File: src/rtl/rep3_pkg.sv
// Shared definitions for the triple-repetition line code: state encoding,
// line levels and default sizes.
package rep3_pkg;

    typedef enum logic [2:0] {
        IDLE  = 3'd0,
        START = 3'd1,
        DATA  = 3'd2,
        PAR   = 3'd3,
        STOP  = 3'd4
    } state_e;

    localparam logic IDLE_LVL  = 1'b1;
    localparam logic START_LVL = 1'b0;
    localparam logic STOP_LVL  = 1'b1;

    localparam int REP_DEF    = 3;
    localparam int DATA_W_DEF = 8;

endpackage

File: src/rtl/rep_counter.sv
// Modulo-REP counter with synchronous clear; wrap_o flags the last copy of a
// symbol. Shared with the receiver for triplet alignment.
module rep_counter #(
    parameter int REP = 3
) (
    input  logic                   clk,
    input  logic                   reset,
    input  logic                   en_i,
    output logic [$clog2(REP)-1:0] cnt_o,
    output logic                   wrap_o
);
    localparam int CW = $clog2(REP);
    localparam logic [CW-1:0] LAST = CW'(REP - 1);

    logic [CW-1:0] cnt_q;

    always_ff @(posedge clk) begin
        if (reset) begin
            cnt_q <= '0;
        end else if (en_i) begin
            cnt_q <= (cnt_q == LAST) ? '0 : cnt_q + 1'b1;
        end
    end

    assign cnt_o  = cnt_q;
    assign wrap_o = (cnt_q == LAST);

endmodule

File: src/rtl/rep3_tx.sv
// Triple-repetition serial transmitter: start 0, data LSB first, stop 1, each
// symbol repeated REP times. REP3_TX_PARITY_EN adds an even-parity symbol.
module rep3_tx
    import rep3_pkg::*;
#(
    parameter int DATA_W = DATA_W_DEF,
    parameter int REP    = REP_DEF
) (
    input  logic              clk,
    input  logic              reset,
    input  logic              in_valid,
    input  logic [DATA_W-1:0] in_data,
    output logic              in_ready,
    output logic              tx_out,
    output logic              busy,
    output logic              done
);
    localparam int CW = $clog2(REP);
    localparam int BW = $clog2(DATA_W);
    localparam logic [CW-1:0] REP_LAST = CW'(REP - 1);
    localparam logic [BW-1:0] BIT_LAST = BW'(DATA_W - 1);
`ifdef REP3_TX_PARITY_EN
    localparam state_e AFTER_DATA = PAR;
`else
    localparam state_e AFTER_DATA = STOP;
`endif

    state_e            state_q, state_d;
    logic [DATA_W-1:0] shift_q, shift_d;
    logic [BW-1:0]     bit_q, bit_d;
    logic [CW-1:0]     rep_cnt, cnt_nxt;
    logic              rep_wrap, accept, load, last_nxt;
    logic              tx_d, busy_d, done_d, ready_d;
`ifdef REP3_TX_PARITY_EN
    logic              par_q, par_d;
`endif

    rep_counter #(.REP(REP)) u_rep_cnt (
        .clk    (clk),
        .reset  (reset),
        .en_i   (state_q != IDLE),
        .cnt_o  (rep_cnt),
        .wrap_o (rep_wrap)
    );

    assign accept  = in_valid & in_ready;
    // Counter position the outputs will reflect after this edge.
    assign cnt_nxt = (state_q == IDLE || rep_wrap) ? '0 : rep_cnt + 1'b1;

    always_comb begin
        state_d = state_q;
        shift_d = shift_q;
        bit_d   = bit_q;
        load    = 1'b0;
        case (state_q)
            IDLE:  if (accept) load = 1'b1;
            START: if (rep_wrap) begin
                state_d = DATA;
                bit_d   = '0;
            end
            DATA:  if (rep_wrap) begin
                shift_d = shift_q >> 1;
                bit_d   = bit_q + 1'b1;
                if (bit_q == BIT_LAST) state_d = AFTER_DATA;
            end
`ifdef REP3_TX_PARITY_EN
            PAR:   if (rep_wrap) state_d = STOP;
`endif
            STOP:  if (rep_wrap) begin
                if (accept) load = 1'b1;
                else        state_d = IDLE;
            end
            default: state_d = IDLE;
        endcase
        if (load) begin
            state_d = START;
            shift_d = in_data;
        end
    end

`ifdef REP3_TX_PARITY_EN
    assign par_d = load ? ^in_data : par_q;
`endif

    // Output decode from next-state values so every output leaves a flop.
    always_comb begin
        last_nxt = (state_d == STOP) && (cnt_nxt == REP_LAST);
        busy_d   = (state_d != IDLE);
        done_d   = last_nxt;
        ready_d  = (state_d == IDLE) || last_nxt;
        case (state_d)
            START:   tx_d = START_LVL;
            DATA:    tx_d = shift_d[0];
`ifdef REP3_TX_PARITY_EN
            PAR:     tx_d = par_d;
`endif
            STOP:    tx_d = STOP_LVL;
            default: tx_d = IDLE_LVL;
        endcase
    end

    always_ff @(posedge clk) begin
        if (reset) begin
            state_q  <= IDLE;
            shift_q  <= '0;
            bit_q    <= '0;
            tx_out   <= IDLE_LVL;
            busy     <= 1'b0;
            done     <= 1'b0;
            in_ready <= 1'b1;
`ifdef REP3_TX_PARITY_EN
            par_q    <= 1'b0;
`endif
        end else begin
            state_q  <= state_d;
            shift_q  <= shift_d;
            bit_q    <= bit_d;
            tx_out   <= tx_d;
            busy     <= busy_d;
            done     <= done_d;
            in_ready <= ready_d;
`ifdef REP3_TX_PARITY_EN
            par_q    <= par_d;
`endif
        end
    end

endmodule

File: config.mk
export PLATFORM = sky130hd
export DESIGN_NAME = rep3_tx
export DESIGN_NICKNAME = d
export VERILOG_FILES = /design/src/rtl/rep3_pkg.sv /design/src/rtl/rep_counter.sv /design/src/rtl/rep3_tx.sv
export SDC_FILE = /design/constraint.sdc
export NUM_CORES = 1
export LEC_CHECK = 0
export ABC_AREA = 1
export CAP_MARGIN = 10
export CORE_MARGIN = 10
export CORE_UTILIZATION = 35
export DETAILED_ROUTE_END_ITERATION = 8
export SLEW_MARGIN = 10
export SYNTH_ARGS = -nofsm -noshare
export SYNTH_HDL_FRONTEND = slang
export SYNTH_HIERARCHICAL = 1
export SYNTH_SLANG_ARGS = --single-unit
File: constraint.sdc
create_clock -name clk -period 1.7 [get_ports clk]
set_clock_uncertainty 0.05 [all_clocks]
set_input_delay 0.51 -clock clk [delete_from_list [all_inputs] [get_ports clk]]
set_output_delay 0.51 -clock clk [all_outputs]
set_load 0.01 [all_outputs]
==> flow_results.xml <==
<?xml version="1.0" encoding="UTF-8"?>
<metrics>
  <group name="hold_path">
    <metric name="min_path_type" unit="">flip-flop to flip-flop</metric>
  </group>
  <group name="detailed_routing">
    <metric name="detail_route.wirelength.met1" unit="µm">1031</metric>
    <metric name="met3_length" unit="µm">142</metric>
    <metric name="detail_route.first_pass.iterations" unit="">4</metric>
    <metric name="wire_per_inst" unit="µm">12.64</metric>
    <metric name="remaining_routing_drc_violations" unit="">0</metric>
    <metric name="routed_wirelength" unit="µm">2199</metric>
    <metric name="routed_via_density" unit="">5.069</metric>
    <metric name="vias_post_dr" unit="">882</metric>
    <metric name="routed_met2_length" unit="µm">1010</metric>
    <metric name="route.antenna.remaining_nets" unit="">0</metric>
    <metric name="topRoutingLayerUsed" unit="">met4</metric>
    <metric name="drt_first_iter_violations" unit="">29</metric>
  </group>
  <group name="pwr">
    <metric name="vdd.ir_drop.worst" unit="mV">0.5546</metric>
    <metric name="leakage" unit="nW">0.5003</metric>
    <metric name="power.density" unit="nW/µm²">773.9</metric>
  </group>
  <group name="die">
    <metric name="chip_width" unit="µm">73.38</metric>
    <metric name="initial_utilization" unit="%">36.48</metric>
    <metric name="floorplan.io_pins" unit="">15</metric>
    <metric name="die-area" unit="µm²">5384</metric>
    <metric name="placement_rows" unit="">19</metric>
    <metric name="dieHeight" unit="µm">73.38</metric>
    <metric name="area_of_the_placeable_core" unit="µm²">2734</metric>
  </group>
  <group name="clock_network">
    <metric name="max-clock-path-buffers" unit="">2</metric>
    <metric name="cts_tree" unit="">done</metric>
    <metric name="cts_made_buffers" unit="">3</metric>
    <metric name="cts.sinks" unit="">20</metric>
    <metric name="clk_root_buffer_cell" unit="">sky130_fd_sc_hd__clkbuf_4</metric>
    <metric name="clk-insertion-delay-late" unit="ns">0.29</metric>
    <metric name="worst_setup_hold_path_clk_slew" unit="ns">0.11</metric>
    <metric name="post_cts_setup_inserts" unit="">0</metric>
    <metric name="h-tree-depth" unit="">1</metric>
  </group>
  <group name="timing">
    <metric name="worst_pin_slew" unit="ns">0.3229</metric>
    <metric name="post-route-min-period" unit="ns">1.476</metric>
    <metric name="fin_setup_tns" unit="ns">0</metric>
    <metric name="setup-violations-final" unit="">0</metric>
    <metric name="unrepaired_setup_endpoints_after_global_routing" unit="">false</metric>
    <metric name="slew_viols_final" unit="">0</metric>
    <metric name="maxSlewHeadroom" unit="%">78.44</metric>
    <metric name="post-route-period-util" unit="%">86.84</metric>
    <metric name="fmax" unit="MHz">677.4</metric>
    <metric name="timing_hold_violations_final" unit="">0</metric>
  </group>
  <group name="critical_path">
    <metric name="longest_individual_stage_delay_on_the_worst_path" unit="ns">0.40</metric>
    <metric name="cpMaxStageDelayCell" unit="">sky130_fd_sc_hd__clkdlybuf4s50_1</metric>
    <metric name="critical_path_arrival" unit="ns">1.67</metric>
    <metric name="timing.critical_path.mode_cell" unit="">sky130_fd_sc_hd__nand2_1</metric>
    <metric name="worstPathCellList" unit="">clkdlybuf4s50_1 &gt; nand2_1 &gt; clkinv_1 &gt; nand3_4 &gt; nand2_2 &gt; nor2_2 &gt; nand2_1 &gt; nand3_1</metric>
    <metric name="required" unit="ns">1.89</metric>
    <metric name="cp-start-kind" unit="">input pin</metric>
    <metric name="worst-path-max-fanout" unit="">13</metric>
    <metric name="setup.worst_path.class" unit="">input pin to flip-flop</metric>
    <metric name="critPathCaptureType" unit="">flip-flop</metric>
    <metric name="reg2reg_setup_slack" unit="ns">0.24</metric>
  </group>
  <group name="synth">
    <metric name="mappedNetlistNets" unit="">139</metric>
    <metric name="synth-async-reset-ratio" unit="%">0</metric>
    <metric name="synth-edff-count" unit="">0</metric>
    <metric name="post-synth-top-area-cell" unit="">sky130_fd_sc_hd__dfxtp_1</metric>
    <metric name="ys_top_cells_by_area" unit="">sky130_fd_sc_hd__dfxtp_1 (40%), sky130_fd_sc_hd__nand2_1 (10%), sky130_fd_sc_hd__nand3_1 (9.0%), sky130_fd_sc_hd__nand4_1 (5.0%), sky130_fd_sc_hd__a31oi_1 (3.8%)</metric>
    <metric name="synthesis.area_per_instance" unit="µm²">7.914</metric>
    <metric name="synthDistinctLibCells" unit="">26</metric>
    <metric name="syn-instance-count" unit="">126</metric>
    <metric name="ys_seq_elements" unit="">20</metric>
    <metric name="synth.yosys.seq_area_share" unit="%">40.15</metric>
    <metric name="netlist_area" unit="µm²">997.2</metric>
    <metric name="synth_warnings" unit="">6</metric>
    <metric name="post-synth-top-area-fraction" unit="%">40.15</metric>
    <metric name="synthFlopType" unit="">sky130_fd_sc_hd__dfxtp_1</metric>
  </group>
  <group name="finish">
    <metric name="nets" unit="">158</metric>
    <metric name="antenna_cells_inserted" unit="">0</metric>
    <metric name="post-route-cell-area" unit="µm²">1179</metric>
    <metric name="flow.area_growth_from_synthesis" unit="%">18.19</metric>
    <metric name="layout-drive-gt1-share" unit="%">15.38</metric>
    <metric name="layout_commonest_cell" unit="">sky130_fd_sc_hd__nand2_1</metric>
    <metric name="layout.cells.most_common_list" unit="">sky130_fd_sc_hd__nand2_1 (27), sky130_fd_sc_hd__dfxtp_1 (20), sky130_fd_sc_hd__nand3_1 (18)</metric>
  </group>
  <group name="global_routing">
    <metric name="grt_pass1_vias" unit="">886</metric>
    <metric name="grt.overflow.total" unit="">0</metric>
    <metric name="grt_first_pass_wirelength" unit="µm">3891</metric>
    <metric name="pin_count_of_the_biggest_net_entering_global_routing" unit="">14</metric>
    <metric name="grt.total_usage" unit="%">8.848</metric>
    <metric name="grt_antenna_before_repair" unit="">0</metric>
  </group>
  <group name="placement">
    <metric name="globalplace.congestion" unit="">0.7897</metric>
    <metric name="port_buffers" unit="">14</metric>
    <metric name="dpl.hpwl" unit="µm">1746</metric>
    <metric name="post_dp_cell_area" unit="µm²">1161</metric>
  </group>
  <group name="job">
    <metric name="cap_viol_max_count" unit="">0</metric>
  </group>
  <group name="run_status">
    <metric name="status" unit="">complete, no violations</metric>
  </group>
</metrics>
==> worst max-delay path, delay by kind of cell <==
family        cells  cell delay, ns
simple gates      6            0.60
buf+inv           2            0.54
==> synth_stat cells (2+ instances only) <==
| cell | number |
|---|---|
| sky130_fd_sc_hd__dfxtp_1 | 20 |
| sky130_fd_sc_hd__inv_1 | 9 |
| sky130_fd_sc_hd__nand3_1 | 18 |
| sky130_fd_sc_hd__nand2_4 | 2 |
| sky130_fd_sc_hd__nand3b_1 | 2 |
| sky130_fd_sc_hd__nor2_4 | 2 |
| sky130_fd_sc_hd__o21ai_2 | 2 |
| sky130_fd_sc_hd__a31oi_1 | 6 |
| sky130_fd_sc_hd__nand2_2 | 3 |
| sky130_fd_sc_hd__nor2_1 | 4 |
| sky130_fd_sc_hd__nand4_1 | 8 |
| sky130_fd_sc_hd__nand2_1 | 27 |
| sky130_fd_sc_hd__clkinv_1 | 2 |
| sky130_fd_sc_hd__a21oi_1 | 7 |
| sky130_fd_sc_hd__a21oi_2 | 2 |
| sky130_fd_sc_hd__ha_1 | 2 |
==> where the power goes <==
part / total, W / internal [W] / leakage, nW / switching (W)
Sequential: 0.000516 / 0.000499 / 0.164 / 0.0000168
Combinational: 0.000179 / 0.0000776 / 0.323 / 0.000102
Clock: 0.000217 / 0.0000823 / 0.0138 / 0.000134
Total: 0.000912 / 0.000659 / 0.500 / 0.000253
==> flip-flops by register name, summed over array words and instances (netlist names) <==
register and count:
bit_q 3, busy 1, done 1, in_ready 1, shift_q 8, state_q 3
tx_out 1, u_rep_cnt/cnt_o 2
==> final timing paths <==
check / startpoint / end / cells past startpoint
hold / removal: bit_q[0]$_SDFFE_PP0P_ / bit_q[0]$_SDFFE_PP0P_ / 1
setup reg to reg: u_rep_cnt/cnt_o[1]$_SDFFE_PP0P_ / tx_out$_SDFF_PP1_ / 9
hold reg to reg: bit_q[0]$_SDFFE_PP0P_ / bit_q[0]$_SDFFE_PP0P_ / 1
setup / recovery: in_valid / in_ready$_SDFF_PP1_ / 8
==> final cells by class <==
| type | instances | area (µm²) |
|---|---|---|
| clock buffer | 3 | 22.52 |
| fill | 289 | 1555 |
| inverter | 13 | 50.05 |
| multi-input combinational | 89 | 501.7 |
| sequential | 20 | 400.4 |
| tap | 31 | 38.79 |
| timing repair buffer | 18 | 165.2 |
==> kinds of logic after synthesis <==
| kind of cell | Yosys count | share of synthesized area [%] |
|---|---|---|
| adder cells (fa/ha/maj) | 2 | 2.509 |
| flip-flops | 20 | 40.15 |
| AND/OR/NAND/NOR | 69 | 36.51 |
| AO/OA/AOI/OAI | 18 | 11.29 |
| buffers and inverters | 17 | 9.535 |
==> per-stage QoR <==
| step | utilization (%) | cells | worst slack, ns | hold slack, ns | power, W |
|---|---|---|---|---|---|
| after floorplan | - | 126 | 0.3446 | 0.3783 | 0.0006557 |
| after global placement | 42.47 | 171 | -0.04843 | 0.3964 | 0.0007108 |
| after detailed placement | 42.47 | 171 | -0.08702 | 0.3992 | 0.0007147 |
| after CTS | 43.11 | 174 | 0.2136 | 0.4163 | 0.0009306 |
| after global routing | 43.11 | 174 | 0.05803 | 0.4577 | 0.0009704 |
| final | 43.11 | 174 | 0.2237 | 0.4184 | 0.0009122 |
==> what timing repair did <==
action | 4_1_cts | 5_1_grt
hold buffers | 0 | 0
setup endpoints to repair | 4 | 0
gates resized for setup | 4 | 0
==> routing by layer <==
layer | vias up | GRT usage [%]
met1 | 396 | 10.85
met3 | 2 | 3.230
li1 | 464 | -
met5 | - | 0
met2 | 20 | 13.85
met4 | 0 | 3.106
No activity file was read; power rests on OpenSTA's default activity.
